<file path="config.mk">
export PLATFORM = sky130hd
export DESIGN_NAME = load_store_unit
export DESIGN_NICKNAME = d
export VERILOG_FILES = /design/src/rtl/lsu_pkg.sv /design/src/rtl/lsu_lane.sv /design/src/rtl/load_store_unit.sv
export SDC_FILE = /design/constraint.sdc
export NUM_CORES = 1
export LEC_CHECK = 0
export ABC_AREA = 0
export BUFFER_PORTS_ARGS = -buffer_cell sky130_fd_sc_hd__buf_2
export CORE_UTILIZATION = 45
export CTS_CLUSTER_SIZE = 8
export DETAILED_ROUTE_END_ITERATION = 16
export PLACE_DENSITY = 0.75
export SYNTH_ARGS = -nofsm -noshare
export SYNTH_HDL_FRONTEND = slang
export SYNTH_HIERARCHICAL = 1
export SYNTH_SLANG_ARGS = --single-unit
</file>
<file path="constraint.sdc">
create_clock -name i_clk -period 2.3 [get_ports i_clk]
set_input_delay 0 -clock i_clk [delete_from_list [all_inputs] [get_ports i_clk]]
set_output_delay 0 -clock i_clk [all_outputs]
set_load 0.03 [all_outputs]
</file>
<file path="src/rtl/lsu_pkg.sv">
// Shared definitions for the load/store unit: funct3 codes, FSM state type, latency bounds.
package lsu_pkg;

  localparam logic [2:0] F3_B  = 3'b000;
  localparam logic [2:0] F3_H  = 3'b001;
  localparam logic [2:0] F3_W  = 3'b010;
  localparam logic [2:0] F3_BU = 3'b100;
  localparam logic [2:0] F3_HU = 3'b101;

  localparam int unsigned MEM_LAT_MIN = 1;
  localparam int unsigned MEM_LAT_MAX = 4;

  typedef enum logic [1:0] {
    StIdle,
    StWrite,
    StRead,
    StDone
  } lsu_state_e;

  function automatic logic funct3_legal(input logic [2:0] f3);
    return (f3 == F3_B) || (f3 == F3_H) || (f3 == F3_W) || (f3 == F3_BU) || (f3 == F3_HU);
  endfunction

endpackage

</file>
<file path="src/rtl/lsu_lane.sv">
// Combinational byte-lane logic: store enables/replication and load lane extract/extension.
module lsu_lane
  import lsu_pkg::*;
(
  input  logic [2:0]  funct3,
  input  logic [1:0]  offset,
  input  logic [31:0] wdata,
  input  logic [31:0] rd,
  output logic [3:0]  wen,
  output logic [31:0] wd,
  output logic [31:0] rdata
);

  logic [1:0]  hoff;
  logic [31:0] b_shift;
  logic [31:0] h_shift;

  // Halfwords only ever use lane 0 or 2; misaligned halves are trapped or forced aligned upstream.
  assign hoff    = {offset[1], 1'b0};
  assign b_shift = rd >> {offset, 3'b000};
  assign h_shift = rd >> {hoff, 3'b000};

  always_comb begin
    wen   = 4'b0000;
    wd    = wdata;
    rdata = rd;
    case (funct3)
      F3_B, F3_BU: begin
        wen   = 4'b0001 << offset;
        wd    = {4{wdata[7:0]}};
        rdata = (funct3 == F3_BU) ? {24'h0, b_shift[7:0]} : {{24{b_shift[7]}}, b_shift[7:0]};
      end
      F3_H, F3_HU: begin
        wen   = 4'b0011 << hoff;
        wd    = {2{wdata[15:0]}};
        rdata = (funct3 == F3_HU) ? {16'h0, h_shift[15:0]} : {{16{h_shift[15]}}, h_shift[15:0]};
      end
      F3_W: begin
        wen = 4'b1111;
      end
      default: begin
        wen = 4'b0000;
      end
    endcase
  end

endmodule

</file>
<file path="src/rtl/load_store_unit.sv">
// Single-outstanding load/store unit with fixed-latency memory reads.
// Define LSU_MISALIGN_TRAP_EN to reject misaligned H/W accesses instead of forcing alignment.
module load_store_unit
  import lsu_pkg::*;
#(
  parameter int unsigned MEM_LAT = 1
) (
  input  logic        i_clk,
  input  logic        i_rst_n,
  input  logic        i_req,
  input  logic        i_we,
  input  logic [2:0]  i_funct3,
  input  logic [31:0] i_addr,
  input  logic [31:0] i_wdata,
  output logic        o_ready,
  output logic        o_valid,
  output logic        o_err,
  output logic [31:0] o_rdata,
  output logic [31:0] o_mem_addr,
  output logic [31:0] o_mem_wd,
  output logic [3:0]  o_mem_wen,
  output logic        o_mem_ren,
  input  logic [31:0] i_mem_rd
);

  localparam logic [2:0] LastCnt = 3'(MEM_LAT - 1);

  lsu_state_e  state_q, state_d;
  logic [2:0]  cnt_q, cnt_d;
  logic        we_q, err_q;
  logic [2:0]  funct3_q;
  logic [31:0] addr_q, wdata_q, rdata_q;
  logic        accept, misalign, req_err;
  logic [3:0]  lane_wen;
  logic [31:0] lane_wd, lane_rdata;

  assign accept = (state_q == StIdle) && i_req;

`ifdef LSU_MISALIGN_TRAP_EN
  assign misalign = (((i_funct3 == F3_H) || (i_funct3 == F3_HU)) && i_addr[0]) ||
                    ((i_funct3 == F3_W) && (i_addr[1:0] != 2'b00));
`else
  assign misalign = 1'b0;
`endif

  assign req_err = !funct3_legal(i_funct3) || misalign;

  lsu_lane u_lane (
    .funct3 (funct3_q),
    .offset (addr_q[1:0]),
    .wdata  (wdata_q),
    .rd     (i_mem_rd),
    .wen    (lane_wen),
    .wd     (lane_wd),
    .rdata  (lane_rdata)
  );

  always_comb begin
    state_d = state_q;
    cnt_d   = cnt_q;
    unique case (state_q)
      StIdle: begin
        cnt_d = 3'd0;
        if (i_req) begin
          if (req_err) begin
            state_d = StDone;
          end else if (i_we) begin
            state_d = StWrite;
          end else begin
            state_d = StRead;
          end
        end
      end
      StWrite: state_d = StDone;
      StRead: begin
        if (cnt_q == LastCnt) begin
          state_d = StDone;
          cnt_d   = 3'd0;
        end else begin
          cnt_d = cnt_q + 3'd1;
        end
      end
      StDone:  state_d = StIdle;
      default: state_d = StIdle;
    endcase
  end

  always_ff @(posedge i_clk or negedge i_rst_n) begin
    if (!i_rst_n) begin
      state_q  <= StIdle;
      cnt_q    <= 3'd0;
      we_q     <= 1'b0;
      err_q    <= 1'b0;
      funct3_q <= 3'd0;
      addr_q   <= 32'h0;
      wdata_q  <= 32'h0;
      rdata_q  <= 32'h0;
    end else begin
      state_q <= state_d;
      cnt_q   <= cnt_d;
      if (accept) begin
        we_q     <= i_we;
        err_q    <= req_err;
        funct3_q <= i_funct3;
        addr_q   <= i_addr;
        wdata_q  <= i_wdata;
      end
      if ((state_q == StRead) && (cnt_q == LastCnt)) begin
        rdata_q <= lane_rdata;
      end
    end
  end

  assign o_ready    = (state_q == StIdle);
  assign o_valid    = (state_q == StDone);
  assign o_err      = (state_q == StDone) && err_q;
  assign o_rdata    = rdata_q;
  assign o_mem_addr = {addr_q[31:2], 2'b00};
  assign o_mem_wd   = lane_wd;
  assign o_mem_wen  = (state_q == StWrite) ? lane_wen : 4'b0000;
  assign o_mem_ren  = (state_q == StRead);

  // we_q is kept for observability of the in-flight request; direction is encoded in the state.
  logic unused_we;
  assign unused_we = we_q;

endmodule

</file>
Word level (Yosys, flattened, before mapping)
Cells that the tools add are included. W data, S select, Z words.

Bitwise gates (word level): 0. Magnitude comparators: 0. Shift-type cells: 4. Equality and inequality tests: 13. $add $sub $neg: 1. Reduce and logical (&&, ||, !) cells: 16. Muxes and demuxes: 13. Multipliers: 0. Div/mod/pow operators: 0.

Operators by type and width (count): $pmux W32 S2 (2); $mux W32 (2); $shr A32 B5 Y16 (1); $shr A32 B5 Y8 (1); $eq A3 B3 Y1 const B (4); $pmux W4 S3 (1); $logic_not A3 Y1 (3); $mux W2 (4); $pmux W2 S4 (1); $eq A3 B1 Y1 const B (2); $eq A3 B2 Y1 const B (2); $pmux W3 S2 (1); $eq A2 B2 Y1 const B (2); $logic_or A1 B1 Y1 (4); $mux W4 (1); $reduce_or A2 Y1 (2); $shl A1 B2 Y4 const A (1); $shl A2 B2 Y4 const A (1); $add A3 B1 Y3 const B (1); $logic_and A1 B1 Y1 (3); $mux W3 (1); $eq A2 B1 Y1 const B (1); $logic_not A2 Y1 (1); $ne A2 B1 Y1 const B (1); other kinds (4) (4).

Word-level logic and storage cells: 54. Memories kept: 0. Input port bits: 103. Output and inout port bits: 104. Flip-flop bits (word level): 105. RAM bits: 0. Bits in read-only memories: 0. Bits in latches: 0.

Logic depth before layout (Yosys ltp)
Depth in word-level cells: 8. Depth in mapped cells: 7. Gate-level depth less buffers: 5.

Modules after synthesis
Netlist, hierarchy kept.

By module, submodules not included: load_store_unit (times used 1, cells each 286, area an instance 4498.1 um^2, seq. area each 2627.5 um^2); lsu_lane (times used 1, cells each 191, area an instance 1198.6 um^2, seq. area each 0.0 um^2).

Worst setup path before layout
Ideal clock, no wire load.

Kind: register to register. From: register state_q[0]. To: register rdata_q[10], in the netlist o_rdata[10]. Buffers on the path: 2. Cell stages (with the launch flop): 8. Setup slack: 0.474 ns. Data required time: 2.175 ns. Arrival time: 1.701 ns. Library setup time: 0.125 ns. Period minus slack after synthesis: 1.826 ns. Cell sequence: dfrtp_1 -> inv_1 -> ha_1 -> buf_6 -> nor2b_4 -> nand2_4 -> buf_12 -> mux2_4.

Word-level cells in the longest chain between the ends: 2.

Ends and longest elaborated chain: start: declaration (RTL line load_store_unit.sv:28) `lsu_state_e state_q, state_d;`; start signal: assignment (RTL line load_store_unit.sv:90) `state_q <= StIdle;`; start signal: assignment (RTL line load_store_unit.sv:99) `state_q <= state_d;`; $eq A2 B2 Y1; net o_mem_ren (RTL line load_store_unit.sv:22) `output logic o_mem_ren,`; $logic_and A1 B1 Y1 (RTL line load_store_unit.sv:108) `if ((state_q == StRead) && (cnt_q == LastCnt)) begin`; end signal: assignment (RTL line load_store_unit.sv:109) `rdata_q <= lane_rdata;`; end: declaration (RTL line load_store_unit.sv:32) `logic [31:0] addr_q, wdata_q, rdata_q;`.

The timed path passes the listed nets, and every way through them passes these cells. A chain may end at the register's enable or synchronous reset.

Worst setup path in the final report
From: register state_q[0]. To: register rdata_q[15], in the netlist o_rdata[15].

Word-level cells in the longest chain between the ends: 2.

Ends and longest elaborated chain (RTL line): $eq A2 B2 Y1 (load_store_unit.sv:108); $logic_and A1 B1 Y1 (load_store_unit.sv:108).

Every way passes these cells.

==> out/results.ini <==
[synth]
syn_area_sq_um = 5697
synth_simple_gate_area_share = 0.07424
synth_cells = 477
synth_top_family_by_area = multiplexers
yosysWarnings = 6
synth_top_area_frac = 0.4612
synthDistinctLibCells = 41
synthXorXnorAreaFrac = 0
synthAdderAreaFrac = 0.01318
syn-mean-instance-area_sq_um = 11.94
ys_seq_elements = 105
synthMuxAreaShare = 0.2682
ys_seq_area_frac = 0.4612
synth.area.top_cells = dfrtp_1 (46%), mux2_2 (17%), mux2_4 (7.9%), buf_4 (6.2%), nand2_1 (4.3%)
yosysTopAreaCell = dfrtp_1
synth-compound-area-share = 0.08763

[placement]
placed_cells = 795
portBuffers = 204
place_ws_ps = 298.3
gp_congestion = 0.9430
postPlaceCellArea_sq_um = 6554
dp.final_hpwl_um = 10340

[power]
clockPowerShare = 0.126
p_sw_frac = 0.4629
switchingPower_mw = 5.666
p_comb_frac = 0.592
power_frac_seq = 0.282
vdd_ir_drop_max_mv = 1.270
p_int_mw = 6.573
cellLeakagePower_nw = 3.786
power_mw = 12.24
power.density_nw_per_um2 = 1614

[cells_and_area]
finish.utilization = 0.6234
fill_cells = 940
multi_input_area_sq_um = 2535
antenna_cells = 0
final_nets = 820
drive_above_1_share = 0.5126
area_growth_pct = 33.08
layout.cells.non_filler = 884
seq_area_sq_um = 2629
final_cell_area_sq_um = 7581

[cts]
clock_latency_ps = 350
htree_levels = 3
clkTransAtPathRegs_ps = 70
cts_buffers = 9
cts_tree = done
cts_num_sinks = 105
cts_root_buf = clkbuf_16
cts.path.max_buffers = 2
cts_setup_buffers = 0

[sta]
period_needed_ps = 2012
tns_ps = 0
finClkSkew_ps = 4.643
layout_setup_ws_ps = 288.2
setup_viol = 0
slew_viol_final = 0
max-slew-margin-rel = 0.5253
fmax_mhz = 497.1
post-route-period-util = 0.8747
fin_hold_ws_ps = 17.61
hold_viol = 0
tightestPinTransition_ps = 712.0
rsz0062_at_grt = false

[floorplanning]
std_cell_rows = 40
start_util = 0.4684
core_sq_um = 12160
boundaryPins = 207
die_h_um = 114.5
dieWidth_um = 114.5
dieArea_sq_um = 13110

[route]
first_pass_iters = 5
ant_nets = 0
drt_iter0_markers = 245
wirelength_um = 14840
avgViaCountPerCell = 5.102
post_drt_wl_per_cell_um = 16.79
drcViolationCount = 0
vias = 4510

[grt]
antenna_found_initial = 2
grt_pass1_vias = 4594
gr-total-overflow = 0
track_usage = 0.2320
grt_max_degree = 59
grt_pass1_wl_um = 23230

[critical_path]
cp_slowest_stage_delay_ps = 430
crit_type = register to register
critPathMaxFanout = 32
cp-start-kind = register
critPathSlowestCell = dfrtp_1
worstPathRequired_ps = 2540
cp_data_arrival_time_ps = 2250
cp-end-kind = register
critPathBufInv = 1
worstPathCellList = inv_1 > ha_1 > nor2b_4 > nand2_4 > mux2_4
r2r_start = state_q[0]
crit_start = state_q[0]
crit_family = simple AND/OR/NAND/NOR gates

[flow_run]
maxCapViolCount = 0

[outcome]
outcome = completed

[hold_path]
hp-class = input pin to register
hold_start = i_req

-- registers in the layout (all words and copies together), names as in the netlist --
name / cells
addr_q: 32
state_q: 2
funct3_q: 3
wdata_q: 32
o_rdata: 32
err_q: 1
cnt_q: 3
-- cells by family after synthesis --
family                   Yosys count
multiplexers                     127
flip-flops                       105
AND/OR/NAND/NOR                   93
buffers and inverters             77
AO/OA/AOI/OAI                     68
adder cells (fa/ha/maj)            6
other                              1
-- synth_stat cells, drive strengths merged --
cell type and count:
a22o 1, buf 62, a32o 1, nand2 67, nor2 6, mux2i 12, mux2 115, conb 1
a2bb2oi 4, inv 9, and2 5, nand3 2, o22ai 1, a221oi 1, dfrtp 105, o211a 1
o21a 1, a221o 7, a22oi 7, o21ai 22, o22a 1, o31ai 4, a21oi 16, clkbuf 6
ha 6, nor2b 3, nand2b 8, nor4 1, or2 1, a211oi 1
-- power by group through the flow --
| stage | combinational (mW) | clock, mW | sequential (mW) |
|---|---|---|---|
| 2_1_floorplan | 5.58 | 0 | 3.74 |
| 3_3_place_gp | 6.96 | 0 | 3.39 |
| 3_5_place_dp | 7.13 | 0 | 3.45 |
| 4_1_cts | 7.24 | 1.59 | 3.43 |
| 5_1_grt | 7.70 | 1.66 | 3.56 |
| 6_report | 7.25 | 1.54 | 3.45 |
-- layout by cell type (no fill, tap or decap), types with 10 or more instances in the layout --
cell type,count
nand2_1,65
o21ai_0,13
dfrtp_1,104
mux2i_1,12
mux2_2,85
mux2_4,30
buf_4,12
a21oi_2,10
buf_2,203
dlygate4sd3_1,73
-- path summary, 6_finish.rpt --
check                                   end  slack, ps  cells after the start
min in group asynchronous        addr_q[17]        210                      2
worst max-delay path            o_rdata[15]        290                      5
max in group asynchronous       o_rdata[14]       1340                      3
worst min register to register   addr_q[11]        500                      1
worst min-delay path             state_q[1]         20                      4
worst max register to register  o_rdata[15]        290                      5
-- final cells by class --
class | instances | area share
clock buffers | 10 | 0.03020
inverters | 9 | 0.004456
repair buffers | 290 | 0.2476
flip-flops and latches | 105 | 0.3468
well taps | 168 | 0.02773
multi-input cells | 296 | 0.3344
clock inverters | 6 | 0.008912
-- routing by layer --
metal	global-route usage	vias to the layer above	routed length, um
met3	0.05400	28	1042
met2	0.3818	196	7177
met1	0.2938	2201	6244
met4	0.09610	4	343
li1	-	2081	-
met5	0	-	30
-- worst min-delay path: stages --
cell and delay (ps):
buf_2 120, nand3_1 70, o21ai_0 70, a2bb2oi_1 60
-- repair_timing --
item | in CTS | in global routing
hold endpoints to repair | 120 | 0
hold buffers | 73 | 0
endpoints found under the setup margin | 0 | 0
resized for setup | 0 | 0
Power figures use the tool's default switching activity.
